$ cat src/rtl/dcache_pkg.sv
// Shared types and field widths for the direct-mapped data cache.
// Address split: {tag[2:0], index[2:0], offset[1:0]}; one 32-bit line per index.
package dcache_pkg;

   localparam int ADDR_W      = 8;
   localparam int BYTE_W      = 8;
   localparam int OFFSET_W    = 2;
   localparam int INDEX_W     = 3;
   localparam int TAG_W       = ADDR_W - INDEX_W - OFFSET_W;
   localparam int NUM_LINES   = 1 << INDEX_W;
   localparam int BLOCK_BYTES = 1 << OFFSET_W;
   localparam int LINE_W      = BLOCK_BYTES * BYTE_W;
   localparam int MEM_ADDR_W  = TAG_W + INDEX_W;

   typedef enum logic [1:0] {
      IDLE,
      WRITEBACK,
      ALLOCATE,
      UPDATE
   } state_e;

   // Bit position of the byte lane selected by a line offset.
   function automatic logic [4:0] lane_lsb(input logic [OFFSET_W-1:0] off);
      return {off, 3'b000};
   endfunction

endpackage

$ cat src/rtl/dcache_array.sv
// Line storage (valid/dirty/tag/data), hit compare and byte read mux.
// Ports: index/tag/offset lookup, hit + rdata, victim info, byte write, line fill.
module dcache_array
   import dcache_pkg::*;
(
   input  logic                  CLK,
   input  logic                  RESET,
   input  logic [INDEX_W-1:0]    index,
   input  logic [TAG_W-1:0]      tag,
   input  logic [OFFSET_W-1:0]   offset,
   output logic                  hit,
   output logic [BYTE_W-1:0]     rdata,
   output logic                  victim_dirty,
   output logic [TAG_W-1:0]      victim_tag,
   output logic [LINE_W-1:0]     victim_data,
   input  logic                  wr_en,
   input  logic [BYTE_W-1:0]     wr_byte,
   input  logic                  fill_en,
   input  logic [LINE_W-1:0]     fill_data
);

   logic [NUM_LINES-1:0] valid_q, valid_d;
   logic [NUM_LINES-1:0] dirty_q, dirty_d;
   logic [TAG_W-1:0]     tag_q  [NUM_LINES];
   logic [TAG_W-1:0]     tag_d  [NUM_LINES];
   logic [LINE_W-1:0]    data_q [NUM_LINES];
   logic [LINE_W-1:0]    data_d [NUM_LINES];

   assign hit          = valid_q[index] && (tag_q[index] == tag);
   assign rdata        = hit ? data_q[index][lane_lsb(offset) +: BYTE_W]
                             : '0;
   assign victim_dirty = valid_q[index] && dirty_q[index];
   assign victim_tag   = tag_q[index];
   assign victim_data  = data_q[index];

   always_comb begin
      valid_d = valid_q;
      dirty_d = dirty_q;
      tag_d   = tag_q;
      data_d  = data_q;
      if (fill_en) begin
         valid_d[index] = 1'b1;
         dirty_d[index] = 1'b0;
         tag_d[index]   = tag;
         data_d[index]  = fill_data;
      end else if (wr_en) begin
         data_d[index][lane_lsb(offset) +: BYTE_W] = wr_byte;
         dirty_d[index] = 1'b1;
      end
   end

   // Tags and data need no reset: nothing reads them while the line is invalid.
   always_ff @(posedge CLK) begin
      if (RESET) begin
         valid_q <= '0;
         dirty_q <= '0;
      end else begin
         valid_q <= valid_d;
         dirty_q <= dirty_d;
      end
      tag_q  <= tag_d;
      data_q <= data_d;
   end

endmodule

$ cat src/rtl/data_cache.sv
// Direct-mapped write-back write-allocate data cache: CPU byte port in, 32-bit block memory out.
// Ports: CLK, RESET, CPU READ/WRITE/ADDRESS/WRITEDATA/READDATA/BUSYWAIT, MEM_* block interface.
module data_cache
   import dcache_pkg::*;
(
   input  logic                   CLK,
   input  logic                   RESET,
   input  logic                   READ,
   input  logic                   WRITE,
   input  logic [ADDR_W-1:0]      ADDRESS,
   input  logic [BYTE_W-1:0]      WRITEDATA,
   output logic [BYTE_W-1:0]      READDATA,
   output logic                   BUSYWAIT,
   output logic                   MEM_READ,
   output logic                   MEM_WRITE,
   output logic [MEM_ADDR_W-1:0]  MEM_ADDRESS,
   output logic [LINE_W-1:0]      MEM_WRITEDATA,
   input  logic [LINE_W-1:0]      MEM_READDATA,
   input  logic                   MEM_BUSYWAIT
);

   logic [TAG_W-1:0]    req_tag;
   logic [INDEX_W-1:0]  req_index;
   logic [OFFSET_W-1:0] req_offset;
   logic                req;
   logic                hit;
   logic                victim_dirty;
   logic [TAG_W-1:0]    victim_tag;
   logic [LINE_W-1:0]   victim_data;
   logic                wr_en;
   logic                fill_en;

   state_e state_q, state_d;
   // High in the first cycle of a state: memory cannot have raised busy yet.
   logic   first_q, first_d;

   assign req_tag    = ADDRESS[ADDR_W-1 -: TAG_W];
   assign req_index  = ADDRESS[OFFSET_W +: INDEX_W];
   assign req_offset = ADDRESS[OFFSET_W-1:0];
   assign req        = READ || WRITE;

   // A store wins when READ and WRITE are both high.
   assign wr_en   = (state_q == IDLE) && WRITE && hit;
   assign fill_en = (state_q == UPDATE);

   dcache_array u_array (
      .CLK          (CLK),
      .RESET        (RESET),
      .index        (req_index),
      .tag          (req_tag),
      .offset       (req_offset),
      .hit          (hit),
      .rdata        (READDATA),
      .victim_dirty (victim_dirty),
      .victim_tag   (victim_tag),
      .victim_data  (victim_data),
      .wr_en        (wr_en),
      .wr_byte      (WRITEDATA),
      .fill_en      (fill_en),
      .fill_data    (MEM_READDATA)
   );

   always_ff @(posedge CLK) begin
      if (RESET) begin
         state_q <= IDLE;
         first_q <= 1'b0;
      end else begin
         state_q <= state_d;
         first_q <= first_d;
      end
   end

   always_comb begin
      state_d = state_q;
      unique case (state_q)
         IDLE: begin
            if (req && !hit)
               state_d = victim_dirty ? WRITEBACK : ALLOCATE;
         end
         WRITEBACK: begin
            if (!first_q && !MEM_BUSYWAIT)
               state_d = ALLOCATE;
         end
         ALLOCATE: begin
            if (!first_q && !MEM_BUSYWAIT)
               state_d = UPDATE;
         end
         UPDATE: begin
            state_d = IDLE;
         end
         default: state_d = IDLE;
      endcase
      first_d = (state_d != state_q);
   end

   always_comb begin
      MEM_READ      = 1'b0;
      MEM_WRITE     = 1'b0;
      MEM_ADDRESS   = '0;
      MEM_WRITEDATA = '0;
      unique case (state_q)
         WRITEBACK: begin
            MEM_WRITE     = 1'b1;
            MEM_ADDRESS   = {victim_tag, req_index};
            MEM_WRITEDATA = victim_data;
         end
         ALLOCATE: begin
            MEM_READ    = 1'b1;
            MEM_ADDRESS = {req_tag, req_index};
         end
         default: ;
      endcase
      BUSYWAIT = !RESET && ((state_q != IDLE) || (req && !hit));
   end

endmodule

$ cat config.mk
export PLATFORM = sky130hd
export DESIGN_NAME = data_cache
export DESIGN_NICKNAME = d
export VERILOG_FILES = /design/src/rtl/dcache_pkg.sv /design/src/rtl/dcache_array.sv /design/src/rtl/data_cache.sv
export SDC_FILE = /design/constraint.sdc
export NUM_CORES = 1
export LEC_CHECK = 0
export CORE_ASPECT_RATIO = 1.5
export CORE_MARGIN = 2
export CORE_UTILIZATION = 40
export DETAILED_ROUTE_END_ITERATION = 8
export DONT_BUFFER_PORTS = 1
export SLEW_MARGIN = 20
export SYNTH_ARGS = -nofsm -noshare
export SYNTH_HDL_FRONTEND = slang
export SYNTH_HIERARCHICAL = 1
export SYNTH_SLANG_ARGS = --single-unit
$ cat constraint.sdc
create_clock -name CLK -period 3.95 [get_ports CLK]
set_clock_uncertainty 0.2 [all_clocks]
set_input_delay 0.395 -clock CLK [delete_from_list [all_inputs] [get_ports CLK]]
set_output_delay 0.395 -clock CLK [all_outputs]
set_load 0.02 [all_outputs]
==> results of run 1 <==
==> worst paths after layout <==
kind	start	to	slack, ps	cells after the start
setup reg to reg	u_array/tag_q[7]	u_array/data_q[13]	440	9
hold reg to reg	u_array/valid_q[0]	u_array/valid_q[0]	270	2
hold / removal	WRITE	state_q[1]	20	3
setup / recovery	u_array/tag_q[7]	READDATA[2]	330	6
==> cell type report <==
| type | count | area share [%] |
|---|---|---|
| timing repair buffer | 94 | 4.89 |
| sequential | 299 | 51.9 |
| multi-input combinational | 811 | 33.8 |
| clock buffer | 31 | 4.46 |
| clock inverter | 21 | 1.09 |
| antenna | 6 | 0.0887 |
| tap | 484 | 3.58 |
| inverter | 8 | 0.177 |
==> through the flow <==
stage	total power, mW	instance area, sq um	setup WS, ps
4_1_cts	6.59	16900	318
2_1_floorplan	3.77	15000	335
5_1_grt	6.74	16900	256
3_5_place_dp	3.80	15500	430
3_3_place_gp	3.79	15500	455
6_report	6.57	16900	333
==> where the power goes <==
part / switching (mW) / total, mW / internal [mW] / leakage (nW)
sequential: 0.00591 / 3.43 / 3.43 / 2.17
combinational: 0.246 / 0.383 / 0.137 / 1.98
clock: 1.23 / 2.75 / 1.52 / 0.454
==> metal layers <==
layer,vias to the layer above,global-route usage [%]
met4,0,13.0
met1,5302,29.2
met3,124,3.47
met5,-,0
li1,4566,-
met2,627,44.4
==> worst max-delay path: stages, from the launching register on <==
cell and delay [ps]:
edfxtp_1 370, mux4_1 560, mux2i_4 180, xnor2_1 80
or4_4 530, buf_4 210, nor3b_2 480
==> cell families after synthesis <==
family,after synthesis,synth area share (%)
AOI/OAI and AO/OA,239,10.0
xor gates and xnor gates,2,0.167
adders and majority gates,10,0.836
buffers and inverters,102,3.04
DFF,299,58.7
muxes,112,13.5
and+or+nand+nor,448,13.6
==> sequential cells by signal, summed over array words and instances, names as in the netlist, named ones only <==
name	cells
u_array/valid_q	8
state_q	2
u_array/tag_q	24
u_array/data_q	256
first_q	1
==> layout by cell type (no fill, tap or decap), types with 9 or more instances in the layout <==
cell type	n
a22o_1	28
a21oi_1	15
dlygate4sd3_1	49
buf_4	45
nand2_1	170
nor2b_1	13
and2_1	50
mux2_2	38
edfxtp_1	280
o22ai_1	18
mux4_2	66
nor3_1	9
nor2_1	162
clkbuf_16	30
dfxtp_1	19
o21ai_0	124
a22oi_1	29
==> flow_metrics.env, run 1 <==
export IMPL_status="finished, final reports clean"
export IMPL_htreeDepth=1
export IMPL_fillCellCount=3300
export IMPL_design_core_area_sq_mm=0.0368
export IMPL_p_leak_nw=4.61
export IMPL_dpl_hpwl_mm=33.8
export IMPL_synth_ff_type="edfxtp_1"
export IMPL_die_area_sq_mm=0.0390
export IMPL_cts_resized=0
export IMPL_clock_fmax_ghz=0.276
export IMPL_vias=10600
export IMPL_wire_per_inst_microns=27.7
export IMPL_clock_sinks=299
export IMPL_rsz0062_at_grt="false"
export IMPL_viasPerCell=6.05
export IMPL_fin_crit_sh_pct=91.6
export IMPL_insertion_delay_ps=590
export IMPL_io_buffers=0
export IMPL_grt_pass1_vias=10700
export IMPL_synth_seq_area_share_pct=58.7
export IMPL_grt_max_degree=103
export IMPL_synth_area_top_cells="edfxtp_1 56%, mux4_2 9.9%, nand2_1 4.3%, o21ai_0 4.1%, nor2_1 4.1%"
export IMPL_cts_clk_slew_worst_paths_ps=60
export IMPL_synth_top_area_cell="edfxtp_1"
export IMPL_overflow=0
export IMPL_final_hold_violation_count=0
export IMPL_drive_above_1_share_pct=18.1
export IMPL_maxSlewViolCount=0
export IMPL_synthArstFlopShare_pct=0
export IMPL_ios=102
export IMPL_cts_hold_fix_buffers=49
export IMPL_wl_met2_mm=25.0
export IMPL_fin_cells=1754
export IMPL_clk_path_buf_depth=3
export IMPL_synth_common_cells="280 x edfxtp_1, 170 x nand2_1, 162 x nor2_1, 124 x o21ai_0, 66 x mux4_2"
export IMPL_ant_nets=0
export IMPL_finalSetupViolations=0
export IMPL_relSlewSlack_pct=30.5
export IMPL_numCtsBuffers=30
export IMPL_die_h_microns=241
export IMPL_critical_path_class="reg2out"
export IMPL_netlist_area_sq_mm=0.0150
export IMPL_cts_tree="yes"
export IMPL_area_growth_syn_to_layout_pct=13.2
export IMPL_holdCritPathClass="in2reg"
export IMPL_ys_warn_count=6
export IMPL_synth_edff_count=280
export IMPL_root_buffer="clkbuf_16"
export IMPL_grt_use_total_pct=24.9
export IMPL_post_route_drc_count=0
export IMPL_dp_cells=1647
export IMPL_cp_end_kind="output port"
export IMPL_post_synth_top_count_cell="edfxtp_1"
export IMPL_critical_path_max_fanout=8
export IMPL_worst_pin_slew_ps=1040
export IMPL_tns_ps=0
export IMPL_wl_met3_mm=3.99
export IMPL_grt_pass1_wl_mm=70.7
export IMPL_syn_nets=1275
export IMPL_post_cts_setup_buffers=0
export IMPL_irDropWorstVdd_mv=0.297
export IMPL_antenna_found_initial=1
export IMPL_cp_start_kind="register"
export IMPL_crit_arrival_ps=3020
export IMPL_drtIter0Drc=1217
export IMPL_layout_nets=1307
export IMPL_maxUsedRoutingLayer="met4"
export IMPL_wl_met1_mm=17.0
export IMPL_register_area_sq_mm=0.00879
export IMPL_dr_pass1_iters=5
export IMPL_die_x_microns=162
export IMPL_yosysUniqueCellTypes=58
export IMPL_rows=86
export IMPL_gp_congestion=0.887
export IMPL_final_core_util_pct=46.0
export IMPL_crit_required_ps=3360
export IMPL_drv_cap=0
export IMPL_syn_inst=1212
export IMPL_powerDensity_mw_per_mm2=388
export IMPL_synth_top_area_share_pct=56.2
export IMPL_start_util_pct=40.7
export IMPL_ys_ff_latch=299
export IMPL_finalCriticalPeriod_ps=3620
export IMPL_hold_slack_ps=24.5
export IMPL_wirelength_mm=48.6
export IMPL_synth_area_per_cell_sq_um=12.3
export IMPL_multiInputGateArea_sq_mm=0.00572
No activity file was read; power rests on OpenSTA's default activity.
==> inputs of run 2 (changes only) <==
--- a/config.mk
+++ b/config.mk
@@ -10,6 +10,7 @@
 export CORE_UTILIZATION = 40
 export DETAILED_ROUTE_END_ITERATION = 8
 export DONT_BUFFER_PORTS = 1
+export HOLD_SLACK_MARGIN = 0.02
 export SLEW_MARGIN = 20
 export SYNTH_ARGS = -nofsm -noshare
 export SYNTH_HDL_FRONTEND = slang
==> constraint.sdc (replaced) <==
create_clock -name CLK -period 3.95 [get_ports CLK]
set_clock_uncertainty 0.2 [all_clocks]
set_input_delay 0.79 -clock CLK [delete_from_list [all_inputs] [get_ports CLK]]
set_output_delay 0.79 -clock CLK [all_outputs]
set_load 0.02 [all_outputs]
==> run 2 against run 1 <==
Net effect: die area unchanged; utilization is 0.86 points lower; clock power rose by 4%; cell area fell by 1.9%; first-iteration DRC count is 21% lower; routed wire length fell by 2.3%; sequential power is essentially flat; global-route usage shrank 0.72 points; count of clock-buffer cells in the layout grew 16; register-to-register slack improved by 190 ps; sequential cell count stayed put; cell count decreased by 2.1%; critical endpoint is now READDATA[5]; largest cell class unchanged.
==> flow_metrics.env, run 2 (synthesis results as in run 1) <==
export IMPL_cts_tree="yes"
export IMPL_finalSetupViolations=0
export IMPL_cts_clk_slew_worst_paths_ps=60
export IMPL_cts_resized=0
export IMPL_final_hold_violation_count=0
export IMPL_rows=86
export IMPL_area_growth_syn_to_layout_pct=11.0
export IMPL_rsz0062_at_grt="false"
export IMPL_clock_sinks=299
export IMPL_drv_cap=0
export IMPL_worst_pin_slew_ps=1030
export IMPL_most_common_layout_cells="280 x edfxtp_1, 170 x nand2_1, 161 x nor2_1, 124 x o21ai_0, 66 x mux4_2"
export IMPL_holdCritPathClass="in2reg"
export IMPL_antenna_found_initial=0
export IMPL_largest_reg_flops=256
export IMPL_overflow=0
export IMPL_io_buffers=0
export IMPL_relSlewSlack_pct=31.5
export IMPL_reg2regPathDepth=10
export IMPL_viasPerCell=6.01
export IMPL_totalPowerFinal_mw=6.58
export IMPL_post_cts_setup_buffers=0
export IMPL_drive_above_1_share_pct=19.9
export IMPL_tns_ps=0
export IMPL_crit_required_ps=2960
export IMPL_start_util_pct=40.7
export IMPL_dp_cells=1662
export IMPL_irDropWorstVdd_mv=0.270
export IMPL_cp_end_kind="output port"
export IMPL_die_h_microns=241
export IMPL_diodes=0
export IMPL_design_core_area_sq_mm=0.0368
export IMPL_fin_cells=1718
export IMPL_maxSlewViolCount=0
export IMPL_finalCriticalPeriod_ps=3840
export IMPL_regMostFlops="u_array/data_q"
export IMPL_min_path_cells=1
export IMPL_layout_nets=1273
export IMPL_dr_pass1_iters=8
export IMPL_die_area_sq_mm=0.0390
export IMPL_grt_max_degree=104
export IMPL_final_common_cell="edfxtp_1"
export IMPL_grt_pass1_wl_mm=68.1
export IMPL_dpl_cell_area_sq_mm=0.0156
export IMPL_wirelength_mm=47.5
export IMPL_post_route_drc_count=0
export IMPL_fin_crit_sh_pct=97.3
export IMPL_numCtsBuffers=30
export IMPL_ff2ff_setup_slack_ps=630
export IMPL_powerDensity_mw_per_mm2=396
export IMPL_clk_path_buf_depth=3
export IMPL_critical_path_class="reg2out"
export IMPL_critical_path_max_fanout=8
export IMPL_ant_nets=0
export IMPL_drtIter0Drc=964
export IMPL_grt_use_total_pct=24.2
export IMPL_status="finished, final reports clean"
export IMPL_htreeDepth=1
export IMPL_top_regs="u_array/data_q: 256 flops, u_array/tag_q: 24 flops, u_array/valid_q: 8 flops"
export IMPL_wire_per_inst_microns=27.6
export IMPL_cts_hold_fix_buffers=0
export IMPL_grt_pass1_vias=10300
export IMPL_dpl_hpwl_mm=34.5
export IMPL_p_leak_nw=4.51
export IMPL_ios=102
export IMPL_die_x_microns=162
export IMPL_insertion_delay_ps=560
export IMPL_clock_fmax_ghz=0.260
export IMPL_root_buffer="clkbuf_16"
export IMPL_cp_start_kind="register"
export IMPL_vias=10300
export IMPL_crit_arrival_ps=2850
export IMPL_final_area_sq_mm=0.0166
export IMPL_gp_congestion=0.923
run 2: worst max-delay path: stages (launching register included):
cell      delay, ps
edfxtp_1        350
mux4_1          550
mux2i_4         170
xnor2_1          90
or4_4           530
buf_4           220
nor3b_2         190
buf_4           170
run 2: routing by layer:
metal / share of wire [%] / up-vias / track usage (%)
li1: - / 4493 / -
met1: 34 / 5124 / 27.6
met2: 51 / 572 / 43.3
met3: 8.6 / 136 / 4.14
met4: 5.7 / 0 / 12.9
met5: 0 / - / 0
run 2: worst paths after layout:
| kind | startpoint | to |
|---|---|---|
| min | RESET | first_q |
| max reg2reg | u_array/tag_q[7] | u_array/data_q[76] |
| min reg2reg | u_array/valid_q[5] | u_array/valid_q[5] |
| max | u_array/tag_q[7] | READDATA[5] |
run 2: report_power, final:
part           switching (mW)  internal (mW)
clock                    1.22           1.63
combinational           0.196          0.109
sequential            0.00601           3.43
total                    1.42           5.16
run 2: layout make-up:
class | instances | area, sq um
fillers | 3315 | 20200
flip-flops and latches | 299 | 8790
multi-input cells | 811 | 5740
clock buffers | 47 | 935
well taps | 484 | 606
repair buffers | 60 | 463
clock inverters | 9 | 55.1
inverters | 8 | 30.0
run 2: metrics by stage:
step	hold WS [ps]	util [%]	worst slack (ps)
4_1_cts	58.9	45.1	88.5
3_3_place_gp	244	42.5	149
6_report	84.1	45.1	108
2_1_floorplan	235	-	-58.4
3_5_place_dp	257	42.5	129
5_1_grt	66.8	45.1	46.4
==> inputs of run 3 (changes only) <==
--- a/config.mk
+++ b/config.mk
@@ -7,10 +7,12 @@
 export LEC_CHECK = 0
 export CORE_ASPECT_RATIO = 1.5
 export CORE_MARGIN = 2
-export CORE_UTILIZATION = 40
+export CORE_UTILIZATION = 64
 export DETAILED_ROUTE_END_ITERATION = 8
 export DONT_BUFFER_PORTS = 1
 export HOLD_SLACK_MARGIN = 0.02
+export PLACE_DENSITY = 0.8
+export REMOVE_ABC_BUFFERS = 1
 export SLEW_MARGIN = 20
 export SYNTH_ARGS = -nofsm -noshare
 export SYNTH_HDL_FRONTEND = slang
==> run 3 against run 2 <==
Net effect: first-iteration DRC count is 67% higher; cell count is 12% lower; count of clock-buffer cells in the layout is 15 lower; routed wire length is 6.8% lower; sequential power hardly changed; clock power is 8.8% lower; sequential share of layout area is 1.2 points higher; combinational power is 1% lower; non-clock buffer count is 3 higher; via count is 3.8% higher; highest routed layer unchanged.
==> flow_metrics.env, run 3 (synthesis results as in run 1) <==
export IMPL_layout_nets=1273
export IMPL_finalSetupViolations=0
export IMPL_largest_reg_flops=256
export IMPL_root_buffer="clkbuf_16"
export IMPL_critical_path_class="reg2out"
export IMPL_status="finished, final reports clean"
export IMPL_rsz0062_at_grt="false"
export IMPL_post_cts_setup_buffers=0
export IMPL_worst_pin_slew_ps=965
export IMPL_final_area_sq_mm=0.0162
export IMPL_grt_pass1_wl_mm=64.9
export IMPL_ant_nets=0
export IMPL_crit_required_ps=2960
export IMPL_io_buffers=0
export IMPL_post_route_drc_count=0
export IMPL_cp_end_kind="output port"
export IMPL_clock_sinks=299
export IMPL_final_hold_violation_count=0
export IMPL_numCtsBuffers=27
export IMPL_crit_arrival_ps=2830
export IMPL_cts_resized=0
export IMPL_final_common_cell="edfxtp_1"
export IMPL_grt_pass1_vias=10500
export IMPL_insertion_delay_ps=550
export IMPL_dpl_hpwl_mm=31.1
export IMPL_design_core_area_sq_mm=0.0230
export IMPL_critical_path_max_fanout=8
export IMPL_finalCriticalPeriod_ps=3820
export IMPL_wirelength_mm=44.3
export IMPL_wire_per_inst_microns=29.3
export IMPL_start_util_pct=65.1
export IMPL_most_common_layout_cells="280 x edfxtp_1, 170 x nand2_1, 161 x nor2_1, 124 x o21ai_0, 67 x mux4_2"
export IMPL_grt_max_degree=104
export IMPL_cts_clk_slew_worst_paths_ps=60
export IMPL_dr_pass1_iters=7
export IMPL_cts_hold_fix_buffers=0
export IMPL_die_x_microns=129
export IMPL_gp_congestion=1.03
export IMPL_area_growth_syn_to_layout_pct=8.55
export IMPL_rows=68
export IMPL_relSlewSlack_pct=35.7
export IMPL_htreeDepth=1
export IMPL_drtIter0Drc=1613
export IMPL_powerDensity_mw_per_mm2=390
export IMPL_drive_above_1_share_pct=19.3
export IMPL_clk_path_buf_depth=3
export IMPL_dpl_cell_area_sq_mm=0.0154
export IMPL_finalWorstSetupSlack_ps=134
export IMPL_fin_crit_sh_pct=96.6
export IMPL_fillCellCount=1524
export IMPL_die_area_sq_mm=0.0246
export IMPL_ios=102
export IMPL_vias=10700
export IMPL_pre_cts_slack_ps=-19.5
export IMPL_clock_fmax_ghz=0.262
export IMPL_viasPerCell=7.09
export IMPL_holdCritPathClass="in2reg"
export IMPL_antenna_found_initial=1
export IMPL_p_leak_nw=4.44
export IMPL_die_h_microns=191
export IMPL_cts_tree="yes"
export IMPL_overflow=0
export IMPL_top_regs="u_array/data_q: 256 flops, u_array/tag_q: 24 flops, u_array/valid_q: 8 flops"
export IMPL_irDropWorstVdd_mv=0.409
export IMPL_grt_use_total_pct=36.4
export IMPL_regMostFlops="u_array/data_q"
export IMPL_drv_cap=0
export IMPL_maxSlewViolCount=0
export IMPL_cp_start_kind="register"
-- run 3: worst max-delay path: stages, from the launching register on --
cell	delay (ps)
edfxtp_1	370
mux4_2	510
mux2i_4	180
xnor2_1	90
or4_4	540
buf_4	220
nor3b_2	190
buf_4	170
-- run 3: metal layers --
metal	part of all wire, %	vias up	track usage, %
met1	32	5147	42.6
met2	50	879	61.8
met3	11	200	8.62
met4	7.1	0	19.8
met5	0	-	0
li1	-	4492	-
-- run 3: layout make-up --
class	count	area, sq um	share of cell area (%)
diodes	1	2.50	0.0154
well taps	280	350	2.16
inverters	8	30.0	0.185
repair buffers	63	485	2.99
clock inverters	18	169	1.04
multi-input cells	811	5720	35.2
flip-flops and latches	299	8790	54.1
clock buffers	32	694	4.28
-- run 3: path summary, 6_finish.rpt --
| path | end | slack (ps) | depth (start not counted) | startpoint |
|---|---|---|---|---|
| worst max-delay path | READDATA[0] | 130 | 7 | u_array/tag_q[1] |
| worst min-delay path | first_q | 100 | 1 | RESET |
| worst max register to register | u_array/data_q[72] | 570 | 9 | u_array/tag_q[1] |
| worst min register to register | u_array/valid_q[4] | 270 | 2 | u_array/valid_q[4] |
-- run 3: stage by stage --
step	util (%)	instances	power, mW	hold WS, ps	TNS, ps
final	70.7	1512	6.33	101	0
after global routing	70.7	1512	6.44	96.5	0
after CTS	70.7	1511	6.32	98.1	0
after detailed placement	66.9	1461	3.79	262	-97.1
after global placement	66.9	1461	3.78	245	0
after floorplan	-	1118	3.70	235	-488
-- run 3: where the power goes --
part           switching, mW  internal, mW
Clock                   1.15          1.45
Sequential           0.00632          3.43
Combinational          0.192         0.109
Total                   1.34          4.99
